File: config.mk
export PLATFORM = sky130hd
export DESIGN_NAME = spi_regfile_periph
export DESIGN_NICKNAME = d
export VERILOG_FILES = /design/src/rtl/spi_periph_pkg.sv /design/src/rtl/spi_sync_edge.sv /design/src/rtl/spi_regfile_periph.sv
export SDC_FILE = /design/constraint.sdc
export NUM_CORES = 1
export LEC_CHECK = 0
export ABC_CLOCK_PERIOD_IN_PS = 3500
export CAP_MARGIN = 10
export CORE_MARGIN = 2
export CORE_UTILIZATION = 58
export CTS_CLUSTER_SIZE = 10
export DETAILED_ROUTE_END_ITERATION = 7
export PLACE_DENSITY = 0.81
export SETUP_SLACK_MARGIN = 0.15
export SYNTH_ARGS = -nofsm -noshare
export SYNTH_HDL_FRONTEND = slang
export SYNTH_SLANG_ARGS = --single-unit
File: constraint.sdc
create_clock -name clk -period 3.5 [get_ports clk]
set_input_delay 0.875 -clock clk [delete_from_list [all_inputs] [get_ports clk]]
set_output_delay 0.875 -clock clk [all_outputs]
set_load 0.01 [all_outputs]
File: src/rtl/spi_periph_pkg.sv
// Shared types and helpers for the SPI register-file peripheral.
package spi_periph_pkg;

  typedef enum logic [2:0] {
    ST_IDLE = 3'd0,
    ST_HDR  = 3'd1,
    ST_DATA = 3'd2,
    ST_DONE = 3'd3,
    ST_OVF  = 3'd4
  } state_e;

  localparam logic RW_WRITE = 1'b1;
  localparam logic RW_READ  = 1'b0;

  function automatic int frame_len(input int addr_w, input int data_w);
    return 1 + addr_w + data_w;
  endfunction

endpackage

File: src/rtl/spi_sync_edge.sv
// Multi-flop synchroniser for one asynchronous pin, with rise/fall strobes
// taken from the synchronised value and its one-cycle-delayed copy.
module spi_sync_edge #(
  parameter int   STAGES  = 2,
  parameter logic RST_VAL = 1'b0
) (
  input  logic clk,
  input  logic rst,
  input  logic din,
  output logic dout,
  output logic rise,
  output logic fall
);

  logic [STAGES-1:0] sync_q, sync_d;
  logic              prev_q, prev_d;

  // Next value of the synchroniser chain and the edge-detect history flop
  always_comb begin
    sync_d = {sync_q[STAGES-2:0], din};
    prev_d = sync_q[STAGES-1];
  end

  // Synchroniser and history registers
  always_ff @(posedge clk) begin
    if (rst) begin
      sync_q <= {STAGES{RST_VAL}};
      prev_q <= RST_VAL;
    end else begin
      sync_q <= sync_d;
      prev_q <= prev_d;
    end
  end

  assign dout = sync_q[STAGES-1];
  assign rise = sync_q[STAGES-1] & ~prev_q;
  assign fall = ~sync_q[STAGES-1] & prev_q;

endmodule

File: src/rtl/spi_regfile_periph.sv
// SPI mode-0 peripheral: one frame = R/W bit, address, data (MSB first),
// giving write and read-back access to a NUM_REGS x DATA_W register file.
module spi_regfile_periph
  import spi_periph_pkg::*;
#(
  parameter int NUM_REGS    = 5,
  parameter int ADDR_W      = 7,
  parameter int DATA_W      = 8,
  parameter int SYNC_STAGES = 2
) (
  input  logic                         clk,
  input  logic                         rst,
  input  logic                         sclk,
  input  logic                         ncs,
  input  logic                         copi,
  output logic                         cipo,
  output logic                         cipo_oe,
  output logic [NUM_REGS*DATA_W-1:0]   regs,
  output logic                         wr_stb,
  output logic [ADDR_W-1:0]            wr_addr,
  output logic                         err_len,
  output logic                         err_addr
);

  localparam int FRAME_LEN = frame_len(ADDR_W, DATA_W);
  localparam int CNT_W     = $clog2(FRAME_LEN + 1);
  localparam logic [CNT_W-1:0]  HDR_LAST   = CNT_W'(ADDR_W);
  localparam logic [CNT_W-1:0]  HDR_BITS   = CNT_W'(ADDR_W + 1);
  localparam logic [CNT_W-1:0]  FRAME_LAST = CNT_W'(FRAME_LEN - 1);
  localparam logic [ADDR_W:0]   NUM_REGS_W = (ADDR_W + 1)'(NUM_REGS);

  logic sclk_s, sclk_rise, sclk_fall;
  logic ncs_s, ncs_rise, ncs_fall;
  logic copi_s, copi_rise, copi_fall;
  logic unused_s;

  spi_sync_edge #(.STAGES(SYNC_STAGES), .RST_VAL(1'b0)) u_sync_sclk (
    .clk(clk), .rst(rst), .din(sclk), .dout(sclk_s), .rise(sclk_rise), .fall(sclk_fall)
  );
  spi_sync_edge #(.STAGES(SYNC_STAGES), .RST_VAL(1'b1)) u_sync_ncs (
    .clk(clk), .rst(rst), .din(ncs), .dout(ncs_s), .rise(ncs_rise), .fall(ncs_fall)
  );
  spi_sync_edge #(.STAGES(SYNC_STAGES), .RST_VAL(1'b0)) u_sync_copi (
    .clk(clk), .rst(rst), .din(copi), .dout(copi_s), .rise(copi_rise), .fall(copi_fall)
  );

  assign unused_s = ^{sclk_s, copi_rise, copi_fall};

  state_e                   state_q, state_d;
  logic [CNT_W-1:0]         cnt_q, cnt_d;
  logic [FRAME_LEN-1:0]     sh_q, sh_d;
  logic [DATA_W-1:0]        out_q, out_d;
  logic                     oe_q, oe_d;
  logic                     cipo_q, cipo_d;
  logic                     end_q, end_d;
  logic                     end_ok_q, end_ok_d;
  logic [DATA_W-1:0]        regs_q [NUM_REGS];
  logic [DATA_W-1:0]        regs_d [NUM_REGS];
  logic                     wr_stb_q, wr_stb_d;
  logic [ADDR_W-1:0]        wr_addr_q, wr_addr_d;
  logic                     err_len_q, err_len_d;
  logic                     err_addr_q, err_addr_d;

  logic [ADDR_W:0]          hdr_word;
  logic [DATA_W-1:0]        rd_val;
  logic                     fr_rw;
  logic [ADDR_W-1:0]        fr_addr;
  logic [DATA_W-1:0]        fr_data;
  logic                     fr_addr_ok;

  // Header as it will look once the current COPI bit is shifted in, and the read mux
  always_comb begin
    hdr_word = {sh_q[ADDR_W-1:0], copi_s};
    rd_val   = '0;
    for (int i = 0; i < NUM_REGS; i++) begin
      rd_val = (hdr_word[ADDR_W-1:0] == ADDR_W'(i)) ? regs_q[i] : rd_val;
    end
  end

  // Frame FSM: bit capture, counter and read shifter; ncs edges take priority over sclk
  always_comb begin
    state_d  = state_q;
    cnt_d    = cnt_q;
    sh_d     = sh_q;
    out_d    = out_q;
    oe_d     = oe_q;
    end_d    = 1'b0;
    end_ok_d = 1'b0;
    if (ncs_rise) begin
      state_d  = ST_IDLE;
      oe_d     = 1'b0;
      out_d    = '0;
      end_d    = 1'b1;
      end_ok_d = (state_q == ST_DONE);
    end else if (ncs_fall) begin
      state_d = ST_HDR;
      cnt_d   = '0;
    end else if (sclk_rise && !ncs_s) begin
      case (state_q)
        ST_HDR: begin
          sh_d  = {sh_q[FRAME_LEN-2:0], copi_s};
          cnt_d = cnt_q + CNT_W'(1);
          if (cnt_q == HDR_LAST) begin
            state_d = ST_DATA;
            if (hdr_word[ADDR_W] == RW_READ) begin
              out_d = rd_val;
              oe_d  = 1'b1;
            end else begin
              out_d = out_q;
              oe_d  = oe_q;
            end
          end else begin
            state_d = ST_HDR;
          end
        end
        ST_DATA: begin
          sh_d    = {sh_q[FRAME_LEN-2:0], copi_s};
          cnt_d   = cnt_q + CNT_W'(1);
          state_d = (cnt_q == FRAME_LAST) ? ST_DONE : ST_DATA;
        end
        ST_DONE: begin
          cnt_d   = cnt_q + CNT_W'(1);
          state_d = ST_OVF;
        end
        ST_OVF:  state_d = ST_OVF;
        default: state_d = state_q;
      endcase
    end else if (sclk_fall && !ncs_s && (state_q == ST_DATA) && (cnt_q > HDR_BITS)) begin
      // The first fall after the header is skipped so the MSB is sampled on the next rise
      out_d = {out_q[DATA_W-2:0], 1'b0};
    end else begin
      state_d = state_q;
    end
    cipo_d = oe_d & out_d[DATA_W-1];
  end

  // Commit stage, one cycle after the synchronised ncs rise
  always_comb begin
    fr_rw      = sh_q[FRAME_LEN-1];
    fr_addr    = sh_q[DATA_W +: ADDR_W];
    fr_data    = sh_q[DATA_W-1:0];
    fr_addr_ok = ({1'b0, fr_addr} < NUM_REGS_W);
    regs_d     = regs_q;
    wr_stb_d   = 1'b0;
    wr_addr_d  = wr_addr_q;
    err_len_d  = 1'b0;
    err_addr_d = 1'b0;
    if (end_q) begin
      if (!end_ok_q) begin
        err_len_d = 1'b1;
      end else if (!fr_addr_ok) begin
        err_addr_d = 1'b1;
      end else if (fr_rw == RW_WRITE) begin
        wr_stb_d  = 1'b1;
        wr_addr_d = fr_addr;
        for (int i = 0; i < NUM_REGS; i++) begin
          if (fr_addr == ADDR_W'(i)) begin
            regs_d[i] = fr_data;
          end else begin
            regs_d[i] = regs_q[i];
          end
        end
      end else begin
        wr_stb_d = 1'b0;
      end
    end else begin
      wr_stb_d = 1'b0;
    end
  end

  // State and output registers
  always_ff @(posedge clk) begin
    if (rst) begin
      state_q    <= ST_IDLE;
      cnt_q      <= '0;
      sh_q       <= '0;
      out_q      <= '0;
      oe_q       <= 1'b0;
      cipo_q     <= 1'b0;
      end_q      <= 1'b0;
      end_ok_q   <= 1'b0;
      regs_q     <= '{default: '0};
      wr_stb_q   <= 1'b0;
      wr_addr_q  <= '0;
      err_len_q  <= 1'b0;
      err_addr_q <= 1'b0;
    end else begin
      state_q    <= state_d;
      cnt_q      <= cnt_d;
      sh_q       <= sh_d;
      out_q      <= out_d;
      oe_q       <= oe_d;
      cipo_q     <= cipo_d;
      end_q      <= end_d;
      end_ok_q   <= end_ok_d;
      regs_q     <= regs_d;
      wr_stb_q   <= wr_stb_d;
      wr_addr_q  <= wr_addr_d;
      err_len_q  <= err_len_d;
      err_addr_q <= err_addr_d;
    end
  end

  for (genvar g = 0; g < NUM_REGS; g++) begin : g_regs
    assign regs[g*DATA_W +: DATA_W] = regs_q[g];
  end

  assign cipo     = cipo_q;
  assign cipo_oe  = oe_q;
  assign wr_stb   = wr_stb_q;
  assign wr_addr  = wr_addr_q;
  assign err_len  = err_len_q;
  assign err_addr = err_addr_q;

endmodule

==> results.json, run 1 <==
{
  "status": "completed",
  "setup_ws_ps": 1160,
  "overflow": 0,
  "ys_top_cells_by_area": "dfxtp_1, mux2i_1, nor2_1",
  "drc": 0,
  "startpoint_type": "register",
  "power_frac_comb_pct": 2.8,
  "io_buffers": 56,
  "fin_total_pwr_w": 0.00185,
  "maxSlewViolCount": 0,
  "multi_input_comb_area_um2": 1940,
  "cts_root_buf": "clkbuf_8",
  "areaGrowthSynthToFinish_pct": 19.6,
  "hold_depth": 1,
  "cts_resized": 0,
  "dpl.cell_count": 542,
  "io_pins": 57,
  "coreArea_um2": 6720,
  "final_antenna_net_count": 0,
  "grt_usage_pct": 25.7,
  "syn_area_per_cell_um2": 9.27,
  "ys_seq_elements": 94,
  "internal-power_w": 0.00144,
  "setup_tns_ps": 0,
  "rrSetupSlack_ps": 1160,
  "vias": 3288,
  "cts_hold_buf": 0,
  "clkTransAtPathRegs_ps": 90,
  "dieArea_um2": 7550,
  "drt_iter0_drc": 201,
  "numCtsBuffers": 9,
  "avgViaCountPerCell": 5.89,
  "fin_crit_sh_pct": 66.8,
  "seqCellArea_um2": 1880,
  "ys_seq_area_share_pct": 47.2,
  "synthArstFlopShare_pct": 0,
  "setup_violations": 0,
  "drv_cap": 0,
  "p_sw_share_pct": 22.1,
  "wirelength_um": 9360,
  "dp_hpwl_um": 6500,
  "skew_ps": 8.71,
  "power_frac_seq_pct": 58.3,
  "start_util_pct": 59.3,
  "power_density_nw_per_um2": 388,
  "grt_max_degree": 37,
  "htreeDepth": 3,
  "gp_congestion": 0.851,
  "antenna_found_initial": 0,
  "reg2reg_from": "sh_q[11]",
  "timing.final.hold_violations": 0,
  "cts_setup_buffers": 0,
  "synth_cell_types": 53,
  "min_period_ps": 2340,
  "num-nets-final": 483,
  "synth_ff_type": "dfxtp_1",
  "p_sw_w": 0.000409,
  "rr_worst_depth": 5,
  "synth_top_area_share_pct": 47.2,
  "grt_setup_unrepaired": "no",
  "syn-cell-area_um2": 3990,
  "slew_headroom_pct": 50.7,
  "cp_data_required_time_ps": 3740,
  "cts_tree": "yes",
  "hold_ws_ps": 433,
  "vdd_drop_max_uv": 332,
  "min-delay-start": "u_sync_ncs.sync_q[0]",
  "crit_path_end_kind": "register",
  "drive_gt1_share_pct": 8.58,
  "fillCellCount": 497,
  "first_global_vias": 3060,
  "rows": 30,
  "diodes": 0,
  "die_w_um": 86.9,
  "clkLatencyLatePin_ps": 360,
  "worst-setup-path-type": "register to register",
  "wire_per_inst_um": 16.8,
  "min_path_type": "register to register",
  "synth-edff-count": 0,
  "p_leak_nw": 1.84,
  "holdPathEnd": "u_sync_ncs.sync_q[1]",
  "synth_fp_nets": 440,
  "crit_arrival_ps": 2580,
  "drt_pass1_iterations": 5,
  "clock_path_buffers": 2,
  "clkPwrFrac_pct": 39.0,
  "r2r-end": "regs[25]",
  "place_ws_ps": 1200,
  "yosys_warnings": 0,
  "grt_pass1_wl_um": 15100,
  "final_cells": 558,
  "worst_slew_pin_slew_ps": 738,
  "synth_cells": 430,
  "clock_sinks": 94,
  "fmax_mhz": 428,
  "die_h_um": 86.9,
  "yosys.area.top_type": "dfxtp_1",
  "worstPathMaxFanout": 8
}
registers in the layout (all words and copies together) (netlist names):
name / count
cipo: 1
cipo_oe: 1
cnt_q: 5
end_ok_q: 1
end_q: 1
err_addr: 1
err_len: 1
out_q: 8
regs: 40
sh_q: 16
state_q: 3
u_sync_copi.sync_q: 2
u_sync_ncs.prev_q: 1
u_sync_ncs.sync_q: 2
u_sync_sclk.prev_q: 1
u_sync_sclk.sync_q: 2
wr_addr: 7
wr_stb: 1
layout by cell type, fill, tap and decap left out, types with 2 or more instances in the layout:
master            n
nor3_1           10
nor2_1           72
nor3b_1           4
o21ai_0           5
a21oi_1          19
nand2b_1          9
nor2b_1           7
nand3_1           5
clkinv_2          3
buf_4             6
clkdlybuf4s50_1  55
a31oi_1           3
dfxtp_1          94
mux2i_1          59
xor2_1            3
ha_1              5
a21o_1            2
o221a_2           5
a211oi_1          6
and3_1            2
clkbuf_8         10
o22ai_1           9
and4b_1           2
o211a_1           2
or2_2             5
nand3b_1          2
nand2_1          25
inv_1            13
and2_1            5
o32ai_1           2
nor4_1            3
area by class of cell:
type                            count  share of cell area [%]
Tap cell                           80                    2.10
Inverter                           13                    1.02
Sequential cell                    94                    39.5
Multi-Input combinational cell    293                    40.6
Clock buffer                       10                    2.89
Clock inverter                      6                    1.29
Timing Repair Buffer               62                    12.6
worst max-delay path, cell delays in order, from the launching register on:
cell     delay (ps)
dfxtp_1         330
or4_4           570
nor3_1          450
and3_1          560
mux2i_1         270
nor2_1           50
through the flow:
step / area, um2 / util (%)
after floorplan: 3990 / -
after global placement: 4570 / 68.0
after detailed placement: 4570 / 68.0
after CTS: 4770 / 70.9
after global routing: 4770 / 70.9
final: 4770 / 70.9
power groups by stage:
stage	Clock, W	Sequential (W)	Combinational (W)
5_1_grt	0.000771	0.00108	0.0000566
3_3_place_gp	0	0.00110	0.0000497
3_5_place_dp	0	0.00110	0.0000508
4_1_cts	0.000731	0.00108	0.0000510
6_report	0.000720	0.00108	0.0000511
2_1_floorplan	0	0.00110	0.0000382
worst max path at each step:
stage	cells past startpoint	from	end	slack (ps)
2_1_floorplan	6	sh_q[11]	regs[16]	1510
3_3_place_gp	4	rst	regs[36]	1320
3_5_place_dp	5	sh_q[11]	regs[25]	1200
4_1_cts	5	sh_q[11]	regs[25]	1140
5_1_grt	5	sh_q[11]	regs[30]	1020
6_report	5	sh_q[11]	regs[25]	1160
cell families (layout without fill, tap and decap cells):
kind of cell | after synthesis | in the layout | share of synthesized area, %
buffers and inverters | 43 | 91 | 4.21
DFF | 94 | 94 | 47.2
muxes | 59 | 59 | 14.8
AOI/OAI and AO/OA | 63 | 63 | 10.9
and+or+nand+nor | 162 | 162 | 20.4
adders and majority gates | 5 | 5 | 1.57
xor gates and xnor gates | 4 | 4 | 0.879
synth_stat cells, drive strengths merged (2+ instances only):
cell and instances:
a31oi 3, a21oi 19, nor3 11, o221a 5
o22ai 9, nor4 3, a211oi 6, nor2b 7
inv 13, ha 5, o21ai 5, mux2i 59
nand3b 2, xor2 3, clkbuf 25, a21o 2
and3 2, nand2b 9, and4b 2, nand3 6
nand2 25, o211a 2, o32ai 2, or2 5
buf 5, and2 5, dfxtp 94, nor2 73
nor3b 5
routing by layer:
metal	up-vias	GRT usage [%]	wire (um)
met3	16	5.69	555
li1	1576	-	-
met2	124	40.4	4380
met1	1572	34.7	4240
met4	0	9.52	189
met5	-	0	0
No activity file was read; power rests on OpenSTA's default activity.
==> run 2: changes to the inputs <==
--- a/config.mk
+++ b/config.mk
@@ -5,13 +5,13 @@
 export SDC_FILE = /design/constraint.sdc
 export NUM_CORES = 1
 export LEC_CHECK = 0
-export ABC_CLOCK_PERIOD_IN_PS = 3500
+export ABC_CLOCK_PERIOD_IN_PS = 1900
 export CAP_MARGIN = 10
 export CORE_MARGIN = 2
-export CORE_UTILIZATION = 58
+export CORE_UTILIZATION = 49
 export CTS_CLUSTER_SIZE = 10
 export DETAILED_ROUTE_END_ITERATION = 7
-export PLACE_DENSITY = 0.81
+export PLACE_DENSITY = 0.73
 export SETUP_SLACK_MARGIN = 0.15
 export SYNTH_ARGS = -nofsm -noshare
 export SYNTH_HDL_FRONTEND = slang
==> constraint.sdc (replaced) <==
create_clock -name clk -period 1.9 [get_ports clk]
set_input_delay 0.475 -clock clk [delete_from_list [all_inputs] [get_ports clk]]
set_output_delay 0.475 -clock clk [all_outputs]
set_load 0.01 [all_outputs]
==> run 2 against run 1 <==
The run now ends with negative setup slack left. Clock-buffer cell count did not move. Clock power rose by 100%. Clock skew is 1.5 ps higher. Register-to-register slack got worse by 1300 ps. Via count up 1.9%. Die area increased by 17%. Critical path depth grew 2. Core utilization down 3.1 points. Critical endpoint is now regs[1].
==> results.json, run 2 (synthesis results as in run 1) <==
{
  "status": "finished with violations",
  "violations": "negative setup slack",
  "cts_tree": "yes",
  "clkPwrFrac_pct": 40.9,
  "coreArea_um2": 7810,
  "timing.final.hold_violations": 0,
  "avgViaCountPerCell": 5.50,
  "io_pins": 57,
  "slew_headroom_pct": 68.3,
  "gp_congestion": 0.875,
  "vdd_drop_max_uv": 360,
  "grt_max_degree": 76,
  "power_frac_comb_pct": 3.0,
  "wire_per_inst_um": 16.7,
  "skew_ps": 10.2,
  "placedInstanceArea_um2": 4880,
  "critPathBufInv": 2,
  "diodes": 0,
  "clock_sinks": 94,
  "crit_path_end_kind": "register",
  "crit_arrival_ps": 2280,
  "htreeDepth": 3,
  "utilization_pct": 67.9,
  "slowest_stage": "or4_4",
  "die_h_um": 94.2,
  "crit_top_cell": "buf_12",
  "crit_family": "simple AND/OR/NAND/NOR gates",
  "p_sw_w": 0.000761,
  "clkLatencyLatePin_ps": 370,
  "dieArea_um2": 8870,
  "dp_hpwl_um": 6850,
  "drt_pass1_iterations": 4,
  "setup_ws_ps": -129,
  "min_period_ps": 2030,
  "fin_crit_sh_pct": 107,
  "crit_cells": 7,
  "drive_gt1_share_pct": 21.1,
  "setup_violations": 36,
  "die_w_um": 94.2,
  "fmax_mhz": 493,
  "rows": 32,
  "vias": 3350,
  "worst-setup-path-type": "register to register",
  "grt_pass1_wl_um": 16200,
  "grt_usage_pct": 23.7,
  "final_common_cell": "dfxtp_1",
  "drc": 0,
  "wirelength_um": 10200,
  "critPathLaunch": "sh_q[11]",
  "min_path_type": "register to register",
  "reg2reg_from": "sh_q[11]",
  "numCtsBuffers": 9,
  "final_antenna_net_count": 0,
  "largest_reg_flops": 40,
  "p_leak_nw": 2.29,
  "grt_setup_unrepaired": "yes",
  "max_stage_delay_ps": 530,
  "min-delay-start": "u_sync_ncs.sync_q[0]",
  "antenna_found_initial": 0,
  "hold_depth": 1,
  "crit_chain": "or4_4 -> or3_4 -> buf_12 -> nor3_4 -> buf_12 -> mux2i_1 -> nor2_1",
  "drv_cap": 0,
  "final_cell_mix": "dfxtp_1, nor2_1, mux2i_1",
  "rr_worst_depth": 7,
  "startpoint_type": "register",
  "areaGrowthSynthToFinish_pct": 33.0,
  "p_sw_share_pct": 21.5,
  "finalInstanceArea_um2": 5300,
  "maxSlewViolCount": 0,
  "overflow": 0,
  "num-nets-final": 514,
  "io_buffers": 56,
  "cts_root_buf": "clkbuf_8",
  "internal-power_w": 0.00278,
  "setup_tns_ps": -2390,
  "start_util_pct": 51.1,
  "worstPathMaxFanout": 8,
  "cp_data_required_time_ps": 2150,
  "power_frac_seq_pct": 56.0,
  "clkTransAtPathRegs_ps": 90,
  "drt_iter0_drc": 146,
  "power_density_nw_per_um2": 668,
  "worst_slew_pin_slew_ps": 475,
  "first_global_vias": 3274,
  "clock_path_buffers": 2
}
run 2: cell count changes in the layout (fill, tap and decap cells not counted), sizes merged:
cell           before  now
clkdlybuf4s50      55   15
clkinv              4    1
bufinv              1    2
dlymetal6s2s        0    5
dlygate4sd2         0   35
buf                 7   38
run 2: cell type report:
class,count,area [um2]
Fill cell,656,2510
Multi-Input combinational cell,293,2150
Sequential cell,94,1890
Timing Repair Buffer,93,871
Clock buffer,10,138
Tap cell,102,128
Clock inverter,4,72.6
Inverter,13,48.8
run 2: power by group through the flow:
stage               clock network (W)  registers (W)   logic, W
floorplan                           0        0.00203  0.0000730
global route                  0.00154        0.00198   0.000117
global placement                    0        0.00203   0.000102
detailed placement                  0        0.00203   0.000104
finish                        0.00145        0.00198   0.000108
CTS                           0.00145        0.00198   0.000105
run 2: path summary, 6_finish.rpt:
check / slack (ps) / to
max: -130 / regs[1]
max reg2reg: -130 / regs[1]
min reg2reg: 410 / u_sync_ncs.sync_q[1]
min: 410 / u_sync_ncs.sync_q[1]
run 2: metrics by stage:
| stage | power (W) | hold WS [ps] | setup WS (ps) | std cells |
|---|---|---|---|---|
| finish | 0.00354 | 414 | -129 | 609 |
| global route | 0.00364 | 433 | -236 | 609 |
| CTS | 0.00354 | 416 | -138 | 602 |
| detailed placement | 0.00213 | 394 | -156 | 587 |
| global placement | 0.00213 | 392 | -106 | 587 |
| floorplan | 0.00210 | 389 | -85.3 | 430 |
run 2: timing repair:
item,CTS,global route
endpoints found under the setup margin,83,76
hold buffers,0,0
resized for setup,43,43
pin swaps,3,16
endpoints found under the hold margin,0,0
cloned,0,1
buffers inserted,1,6
run 2: routing by layer:
layer  vias to the layer above  part of all wire (%)  GRT usage [%]
met3                        15                   3.2           4.74
met5                         -                     0              0
li1                       1641                     -              -
met1                      1631                    44           30.6
met4                         0                   1.9           8.57
met2                        63                    51           39.2
==> run 3: changes to the inputs <==
--- a/config.mk
+++ b/config.mk
@@ -11,6 +11,7 @@
 export CORE_UTILIZATION = 49
 export CTS_CLUSTER_SIZE = 10
 export DETAILED_ROUTE_END_ITERATION = 7
+export HOLD_SLACK_MARGIN = 0.08
 export PLACE_DENSITY = 0.73
 export SETUP_SLACK_MARGIN = 0.15
 export SYNTH_ARGS = -nofsm -noshare
==> results of run 3 <==
Same layout as run 2: the final DEF is identical, and so are final timing and power.
